--- config.mk ---
export PLATFORM = sky130hd
export DESIGN_NAME = branch_resolver
export DESIGN_NICKNAME = d
export VERILOG_FILES = /design/src/rtl/branch_resolver.sv
export SDC_FILE = /design/constraint.sdc
export NUM_CORES = 1
export LEC_CHECK = 0
export ABC_AREA = 1
export CAP_MARGIN = 20
export CORE_MARGIN = 8
export CORE_UTILIZATION = 30
export CTS_CLUSTER_SIZE = 20
export DETAILED_ROUTE_END_ITERATION = 6
export GPL_TIMING_DRIVEN = 1
export PLACE_DENSITY = 0.55
export SYNTH_ARGS = -nofsm -noshare
export SYNTH_HDL_FRONTEND = slang
export SYNTH_SLANG_ARGS = --single-unit
export TNS_END_PERCENT = 10
--- constraint.sdc ---
create_clock -name clk -period 5.8 [get_ports clk]
set_clock_uncertainty 0.1 [all_clocks]
set_input_delay 1.16 -clock clk [delete_from_list [all_inputs] [get_ports clk]]
set_output_delay 1.16 -clock clk [all_outputs]
set_load 0.1 [all_outputs]
--- src/rtl/branch_resolver.sv ---
// ---------------------------------------------------------------------------
// branch_resolver
//
// Resolves conditional branches in the EX stage and registers the outcome
// into the EX/MEM boundary. A mispredict raises a one-cycle flush together
// with the correct next PC. Saturating counters track branches and
// mispredicts.
//
// Ports
//   clk, rstn          clock, synchronous active-low reset
//   stall              pipeline hold; freezes every register in this block
//   idex_valid         EX-stage instruction valid
//   idex_op            EX-stage opcode
//   idex_funct3        branch condition select
//   idex_pc            EX-stage PC
//   idex_imm           sign-extended B-type offset
//   rs1_val, rs2_val   forwarded source operands
//   idex_pred_taken    prediction made at fetch
//   exmem_op           registered opcode (0 = bubble)
//   exmem_taken        registered actual branch outcome
//   flush              registered one-cycle mispredict flush
//   redirect_pc        registered correct next PC, valid while flush=1
//   branch_cnt         saturating count of resolved branches
//   mispred_cnt        saturating count of mispredicted branches
//
// Flow control: there is no valid/ready handshake here. idex_valid only
// qualifies the EX slot; stall=1 freezes every register (outputs included)
// on that edge, and stall=0 lets the EX slot advance into EX/MEM.
// ---------------------------------------------------------------------------
module branch_resolver (
    input  logic        clk,
    input  logic        rstn,
    input  logic        stall,
    input  logic        idex_valid,
    input  logic [6:0]  idex_op,
    input  logic [2:0]  idex_funct3,
    input  logic [31:0] idex_pc,
    input  logic [31:0] idex_imm,
    input  logic [31:0] rs1_val,
    input  logic [31:0] rs2_val,
    input  logic        idex_pred_taken,
    output logic [6:0]  exmem_op,
    output logic        exmem_taken,
    output logic        flush,
    output logic [31:0] redirect_pc,
    output logic [15:0] branch_cnt,
    output logic [15:0] mispred_cnt
);

    localparam logic [6:0]  OP_BRANCH = 7'b110_0011;
    localparam logic [15:0] CNT_MAX   = 16'hFFFF;

    logic [6:0]  exmem_op_q;
    logic        exmem_taken_q;
    logic        flush_q;
    logic [31:0] redirect_pc_q;
    logic [15:0] branch_cnt_q;
    logic [15:0] mispred_cnt_q;

    logic        is_branch;
    logic        taken;
    logic        mispredict;
    logic [31:0] target_pc;
    logic [31:0] fall_pc;

    // While flush is high the EX slot holds a wrong-path instruction, so it
    // is neither evaluated nor counted.
    assign is_branch  = idex_valid && (idex_op == OP_BRANCH) && !flush_q;
    assign mispredict = is_branch && (taken != idex_pred_taken);
    assign target_pc  = idex_pc + idex_imm;
    assign fall_pc    = idex_pc + 32'd4;

    always_comb begin
        taken = 1'b0;
        unique case (idex_funct3)
            3'b000:  taken = (rs1_val == rs2_val);
            3'b001:  taken = (rs1_val != rs2_val);
            3'b100:  taken = ($signed(rs1_val) <  $signed(rs2_val));
            3'b101:  taken = ($signed(rs1_val) >= $signed(rs2_val));
            3'b110:  taken = (rs1_val <  rs2_val);
            3'b111:  taken = (rs1_val >= rs2_val);
            default: taken = 1'b0;
        endcase
    end

    always_ff @(posedge clk) begin
        if (!rstn) begin
            exmem_op_q    <= 7'd0;
            exmem_taken_q <= 1'b0;
            flush_q       <= 1'b0;
            redirect_pc_q <= 32'd0;
            branch_cnt_q  <= 16'd0;
            mispred_cnt_q <= 16'd0;
        end else if (!stall) begin
            exmem_op_q    <= (idex_valid && !flush_q) ? idex_op : 7'd0;
            exmem_taken_q <= is_branch && taken;
            // is_branch is gated by flush_q, so a flush can never repeat on
            // the following unstalled edge.
            flush_q       <= mispredict;
            if (mispredict) begin
                redirect_pc_q <= taken ? target_pc : fall_pc;
            end
            if (is_branch && (branch_cnt_q != CNT_MAX)) begin
                branch_cnt_q <= branch_cnt_q + 16'd1;
            end
            if (mispredict && (mispred_cnt_q != CNT_MAX)) begin
                mispred_cnt_q <= mispred_cnt_q + 16'd1;
            end
        end
    end

    assign exmem_op    = exmem_op_q;
    assign exmem_taken = exmem_taken_q;
    assign flush       = flush_q;
    assign redirect_pc = redirect_pc_q;
    assign branch_cnt  = branch_cnt_q;
    assign mispred_cnt = mispred_cnt_q;

endmodule
# Word level (Yosys, flattened, before mapping)
# Cells that the tools add are included.
[totals] in_bits=143 reg_bits=73
[classes] mux=3 add_sub_neg=4 n_eq_ne=11 n_lt_le_gt_ge=4 reduce_logical=12 bitwise_logic=1
[ops] op="32-bit >= comparator" count=2
[ops] op="32-bit < comparator" count=2
[ops] op="16-bit by 1-bit adder with 16-bit output, second input constant" count=2
[ops] op="32-bit by 3-bit adder with 32-bit output, second input constant" count=1
[ops] op="32-bit adder" count=1
[ops] op="32-bit equality test" count=1
[ops] op="32-bit 2-to-1 mux" count=1
[ops] op="16-bit inequality test, second input constant" count=2
[ops] op="32-bit inequality test" count=1
[ops] op="3-bit equality test, second input constant" count=4
[ops] op="7-bit equality test, second input constant" count=1
[ops] op="1-bit logical AND" count=7
[ops] op="7-bit 2-to-1 mux" count=1
[ops] op="1-bit one-hot mux with 6 select lines" count=1
[ops] op="2-bit AND reduction" count=3
[ops] op="3-bit by 1-bit equality test with 1-bit output, second input constant" count=1
[ops] op="3-bit logical NOT" count=1
[ops] op="1-bit logical NOT" count=1
[ops] op="1-bit inequality test" count=1
[ops] op="1-bit NOT" count=1

# Logic depth before layout (Yosys ltp)
# Gate-level depths: netlist (run 1).
[logic_depth] word_depth=6 ltp_mapped=24 mapped_depth_nobuf=23

# Worst setup path after synthesis (run 1)
# Ideal clock, no wire load.
[synth_timing] path_type="input -> register" from="input port rs2_val[31]" to="register redirect_pc_q[17], in the netlist redirect_pc[17]" path_buffers=2 path_slack_ns=2.552 t_required_ns=5.587 stages=19 arrival_time_ns=3.036 path_cell_list="inv_1 > ha_1 > nand2_1 > nor2_2 > nand2_1 > nor3b_2 > nand2_1 > nand2_1 > nand2_1 > nand3_1 > nand2_1 > nand3_4 > nand2_2 > nand2_2 > nand2_2 > buf_6 > buf_6 > nor2_1 > nor2_1"
[synth_via] elab_chain_len=5 word_cells_on_any_way=11
[synth_rtl] element="start, declared" line="40" rtl="input logic [31:0] rs2_val,"
[synth_rtl] element="32-bit >= comparator (tied with other cells)" line="81" rtl="3'b111: taken = (rs1_val >= rs2_val);"
[synth_rtl] element="1-bit one-hot mux with 6 select lines (*)" line="75" rtl="unique case (idex_funct3)"
[synth_rtl] element="1-bit inequality test" line="69" rtl="assign mispredict = is_branch && (taken != idex_pred_taken);"
[synth_rtl] element="1-bit logical AND" line="69"
[synth_rtl] element="2-bit AND reduction (no source line)"
[synth_rtl] element="end signal, assigned" line="101" rtl="redirect_pc_q <= taken ? target_pc : fall_pc;"
[synth_rtl] element="end, declared" line="56" rtl="logic [31:0] redirect_pc_q;"
# Every way passes the cells marked *; elsewhere a longest branch is shown, timed or not.
# A chain may end at the register's enable or synchronous reset.

# Worst setup path in the final report (run 1)
[layout_timing] from="input port rs2_val[31]" to="register redirect_pc_q[20], in the netlist redirect_pc[20]"
# Same word-level chain as after synthesis.

==> run metrics, run 1 <==
maximum buffer depth of the clock tree 2; grt ovf 0; total die area 0.0288 sq mm; Final setup viols 0; row count 56; Root Buffer clkbuf_16; area leader, netlist dfxtp_1; commonest non-fill, non-tap cells in the layout nand2_1, clkdlybuf4s50_1, inv_1, nor2_1, dfxtp_1; post-layout min period 4.43 ns; IO buf count 215; clk sinks 73; Post-DRT Antenna Nets 0; Clock Latency Late Sink 0.33 ns; global-route wire length before repair 37.6 mm; largest net degree at the start of global routing 50; Fin Hold WS 0.365 ns; Crit. End Element register; CTS H-Tree Depth 3; Hold Fails Final Rpt 0; period utilisation layout 76.4%; TritonRoute pass-1 iters 7; CP Buf/Inv Count 3; Max Slew Vio Count 0; Placed Instances 1,670; proportion of synthesized area in mux cells 0%; CTS resizes 0; GPL Wtd Cong 0.881; Mapped Area 0.00708 sq mm; io pins 216; Avg WL per Cell 14.1 um; VDD IR max 0.102 mV; clock slew at reported path FFs 0.06 ns; Leak 0.00444 uW; Post-Synth Adder-Cell Area 12.0%; initial DRC count 429; drt drc 0; sequential fraction of the synthesis area 20.7%; worst rel slew slack 27.5%; Synth Area in Simple Gates 37.0%; vias in the first global route 7,481; most common cell after layout, fill and taps aside nand2_1; Total Routing Usage GR 16.1%; Syn-to-layout area delta 38.8%; critical path required time 5.90 ns; post-DP HPWL 19.8 mm; Top delay family on crit path simple AND/OR/NAND/NOR gates; Worst Path Arrival 4.53 ns; Worst path slowest cell clkdlybuf4s50_1; core box area 0.0233 sq mm; Die W 170 um; P per Cell Area 159 mW/mm^2; Avg Vias per Cell 4.58; critical path class in -> reg; critical path's most frequent cell nand2_1; ANT cells 0; Max Fclk 0.226 GHz; initial cell density of the core 30.3%; post-CTS setup buffers 0; CP Cell Sequence clkdlybuf4s50_1 -> inv_1 -> ha_1 -> nand2_1 -> nor2_2 -> nand2_1 -> nor3b_2 -> nand2_1 -> nand3_1 -> nand3_1 -> nand2_1 -> nand3_1 -> nand2_2 -> nand2_2 -> buf_12 -> o21ai_0 -> nor2_1; Max Cap Viol 0; compound-cell area share of the yosys netlist 12.3%; Die H 170 um; yosys warns 0; slew at the pin closest to its max-slew limit 1.08 ns; combinational family with the most area after synthesis simple AND/OR/NAND/NOR gates; antenna violations before repair 0; CP Max Fanout 42; Synth area leaders dfxtp_1, nand2_1, ha_1; status finished, final reports clean; layout cells sized above 1 3.07%; final non-filler cell total 1,686; Routed WL 23.7 mm; share of the synthesized area in the top cell type 20.7%; slowest stage delay, CP 0.46 ns; CTS tree yes; worst hold-check path type reg -> reg; via count 7,717; synthesized flop and latch total 73; cts bufs inserted 9; syn_nets 1,368; Synth Area in XOR/XNOR 6.81%; RSZ-0062 raised after global routing false; setup TNS 0 ns; synth unique cells 44; nets 1,572; hold_buf cts 0; syn_area_per_cell 6.11 sq um; post-synthesis instance total 1,158; Critical Path Source Type input pin
Yosys cell counts (all sizes together):
master	number
inv	174
o21bai	5
ha	66
nand3b	1
nand3	61
nor4	13
o21ai	53
a221oi	2
o41ai	1
a31o	1
o21a	6
o21ba	1
buf	15
a21boi	4
fa	1
nor3b	7
o211ai	2
a31oi	3
clkbuf	11
o31ai	1
a221o	1
xnor2	16
a21o	5
a211oi	1
nand4	29
a21oi	69
dfxtp	73
nor2	147
clkinv	2
nand2	324
nor3	24
xor2	39
sequential cells by signal (all words and copies together) (netlist names):
signal and count:
redirect_pc 32, mispred_cnt 16, exmem_taken 1, branch_cnt 16, flush 1, exmem_op 7
worst reg2reg max path, delay by kind of cell (launching register included):
kind | cells | cell delay (ns)
AO/OA/AOI/OAI | 1 | 0.19
flip-flops | 1 | 0.35
buffers and inverters | 2 | 0.66
AND/OR/NAND/NOR | 5 | 1.14
worst paths after layout:
kind / start / slack, ns / to / cells after the start
setup / recovery: rs2_val[31] / 1.37 / redirect_pc[20]$_SDFFE_PN0P_ / 17
hold / removal: exmem_op[4]$_SDFFE_PN0N_ / 0.36 / exmem_op[4]$_SDFFE_PN0N_ / 2
setup reg to reg: flush$_SDFFE_PN0N_ / 3.22 / redirect_pc[20]$_SDFFE_PN0P_ / 8
hold reg to reg: exmem_op[4]$_SDFFE_PN0N_ / 0.36 / exmem_op[4]$_SDFFE_PN0N_ / 2
report_power, final:
group | switching [uW] | internal (uW) | total [uW]
logic | 288 | 218 | 506
clock network | 212 | 337 | 549
registers | 1.30 | 504 | 505
total | 502 | 1060 | 1560
logic make-up (layout without fill, tap and decap cells):
group | count (synthesis) | count (layout)
AO/OA/AOI/OAI | 155 | 155
XOR/XNOR | 55 | 55
adder cells (fa/ha/maj) | 67 | 67
buffers and inverters | 202 | 411
flip-flops | 73 | 73
AND/OR/NAND/NOR | 606 | 606
per-layer routing:
layer	vias up	wire, um	global-route usage, %	share of wire (%)
li1	4132	-	-	-
met1	3406	11100	20.4	47
met2	157	11200	27.9	47
met3	22	926	2.30	3.9
met4	0	396	4.69	1.7
met5	-	0	0	0
layout make-up:
class,instances,area [sq um]
tap,319,399
inverter,176,661
fill,2469,13500
multi-input combinational,883,4820
sequential,73,1460
timing repair buffer,219,2190
clock inverter,1,7.51
clock buffer,15,288
per-stage QoR:
stage / total power (uW) / setup WS [ns] / utilization, % / area, sq um
floorplan: 824 / 2.55 / - / 7080
global placement: 1020 / 1.08 / 40.8 / 9530
detailed placement: 1020 / 1.02 / 40.8 / 9530
CTS: 1580 / 1.36 / 42.1 / 9830
global route: 1660 / 0.844 / 42.1 / 9830
finish: 1560 / 1.37 / 42.1 / 9830
(Power assumes the default switching activity.)
==> inputs of run 2 (changes only) <==
==> constraint.sdc (replaced) <==
create_clock -name clk -period 4.35 [get_ports clk]
set_clock_uncertainty 0.1 [all_clocks]
set_input_delay 0.87 -clock clk [delete_from_list [all_inputs] [get_ports clk]]
set_output_delay 0.87 -clock clk [all_outputs]
set_load 0.1 [all_outputs]
==> run metrics, run 2 (synthesized netlist as in run 1, its figures left out) <==
post-layout min period 3.66 ns; worst hold path startpoint exmem_op[4]$_SDFFE_PN0N_; commonest non-fill, non-tap cells in the layout nand2_1, clkdlybuf4s50_1, inv_1, nor2_1, dfxtp_1; post-DP HPWL 20.2 mm (+2.0%); initial DRC count 525 (+22%); Worst path slowest cell clkdlybuf4s50_1; ANT cells 0 (unchanged); Worst R2R Path Depth 10 (+2); period utilisation layout 84.1%; layout cells sized above 1 3.71% (+0.64 points); io pins 216 (unchanged); GPL Wtd Cong 0.898 (+1.9%); drt drc 0 (unchanged); TritonRoute pass-1 iters 5 (-2); total die area 0.0288 sq mm (unchanged); clk sinks 73 (unchanged); Syn-to-layout area delta 39.3%; final non-filler cell total 1,694 (+0.47%); IO buf count 215 (unchanged); worst r2r src flush$_SDFFE_PN0N_; Hold EP exmem_op[4]$_SDFFE_PN0N_; r2r setup slk 1.76 ns (-1.46 ns); nets 1,582 (+0.64%); vias in the first global route 7,480 (-0.013%); cts bufs inserted 9 (unchanged); Critical Path Source Type input pin; critical path required time 4.51 ns (-1.39 ns); Final Util 42.2% (+0.13 points); Avg WL per Cell 14.1 um (+0.32%); via count 7,754 (+0.48%); status finished, final reports clean; Max Cap Viol 0 (unchanged); CTS H-Tree Depth 3 (unchanged); largest net degree at the start of global routing 49 (-2.0%); clock slew at reported path FFs 0.06 ns (about the same); Root Buffer clkbuf_16; Clock Latency Late Sink 0.32 ns (about the same); slew at the pin closest to its max-slew limit 1.08 ns (-0.00252 ns); Leak 0.00447 uW (+0.69%); critical path class in -> reg; core box area 0.0233 sq mm (unchanged); max reg flops 32 (unchanged); slowest stage delay, CP 0.46 ns (about the same); P per Cell Area 204 mW/mm^2 (+29%); initial cell density of the core 30.3% (unchanged); Max Fclk 0.273 GHz; Final setup viols 0 (unchanged); CP Cell Sequence clkdlybuf4s50_1 -> inv_1 -> ha_1 -> nand2_1 -> nor2_2 -> nand2_1 -> nor3b_2 -> nand2_1 -> nand2_1 -> nand2_1 -> nand3_1 -> nand2_1 -> nand3_4 -> buf_4 -> buf_4 -> nand2_1 -> o21ai_0 -> nor2_1 -> nor2_1; VDD IR max 0.126 mV (+24%); Die H 170 um (unchanged); Routed WL 23.9 mm (+0.79%); grt ovf 0 (unchanged); Die W 170 um (unchanged); Total Routing Usage GR 16.3% (+0.19 points); setup TNS 0 ns (unchanged); post-CTS setup buffers 0 (unchanged); Hold Fails Final Rpt 0 (unchanged); Avg Vias per Cell 4.58 (about the same); CTS tree yes; Post-DRT Antenna Nets 0 (unchanged); antenna violations before repair 0 (unchanged); Worst Setup SP rs2_val[31]; Max Slew Vio Count 0 (unchanged); hold path depth 2 (unchanged); CTS resizes 0 (unchanged); hold_buf cts 0 (unchanged); maximum buffer depth of the clock tree 2 (unchanged); CP Max Fanout 23 (-45%); critical path's most frequent cell nand2_1; worst hold-check path type reg -> reg; Worst Path Arrival 3.82 ns (-0.71 ns); Placed Instances 1,680 (+0.60%); most common cell after layout, fill and taps aside nand2_1; global-route wire length before repair 38.1 mm (+1.3%); Crit. End Element register; worst rel slew slack 27.6% (+0.17 points); RSZ-0062 raised after global routing false; Critical R2R Capture branch_cnt[8]$_SDFFE_PN0P_; row count 56 (unchanged)
## run 2: cell count changes in the layout (fill, tap and decap cells not counted), sizes merged
cell,change
buf,+10
clkbuf,-5
clkinv,+3
## run 2: worst max-delay path by stage
stage                                         endpoint
after floorplan           redirect_pc[17]$_SDFFE_PN0P_
after global placement    redirect_pc[26]$_SDFFE_PN0P_
after detailed placement  redirect_pc[26]$_SDFFE_PN0P_
after CTS                 redirect_pc[26]$_SDFFE_PN0P_
after global routing       redirect_pc[8]$_SDFFE_PN0P_
final                     redirect_pc[26]$_SDFFE_PN0P_
## run 2: worst max-delay path, delay by kind of cell
kind | cells | cell delay [ns]
simple gates | 13 | 1.42
compound gates | 1 | 0.21
buf+inv | 4 | 1.02
fa+ha+maj | 1 | 0.32
## run 2: metal layers
layer | vias up | global-route usage [%] | part of all wire (%)
met5 | - | 0 | 0
met4 | 0 | 3.31 | 0.85
met3 | 11 | 2.09 | 3.8
met2 | 153 | 28.7 | 49
met1 | 3440 | 20.9 | 47
li1 | 4150 | - | -
## run 2: report_power, final
part	internal (uW)	switching [uW]
Combinational	301	392
Clock	376	272
Sequential	672	1.71
## run 2: cell type report
class	count	area, sq um
Fill cell	2511	13500
Multi-Input combinational cell	883	4820
Timing Repair Buffer	229	2260
Sequential cell	73	1460
Inverter	176	661
Tap cell	319	399
Clock buffer	10	229
Clock inverter	4	22.5
## run 2: per-stage QoR
step,instance area [sq um],setup WS [ns],hold WS (ns),total power (uW)
finish,9860,0.693,0.366,2010
global route,9860,0.302,0.382,2150
CTS,9860,0.690,0.371,2040
detailed placement,9610,0.348,0.361,1380
global placement,9610,0.372,0.353,1380
floorplan,7080,1.39,0.806,1100
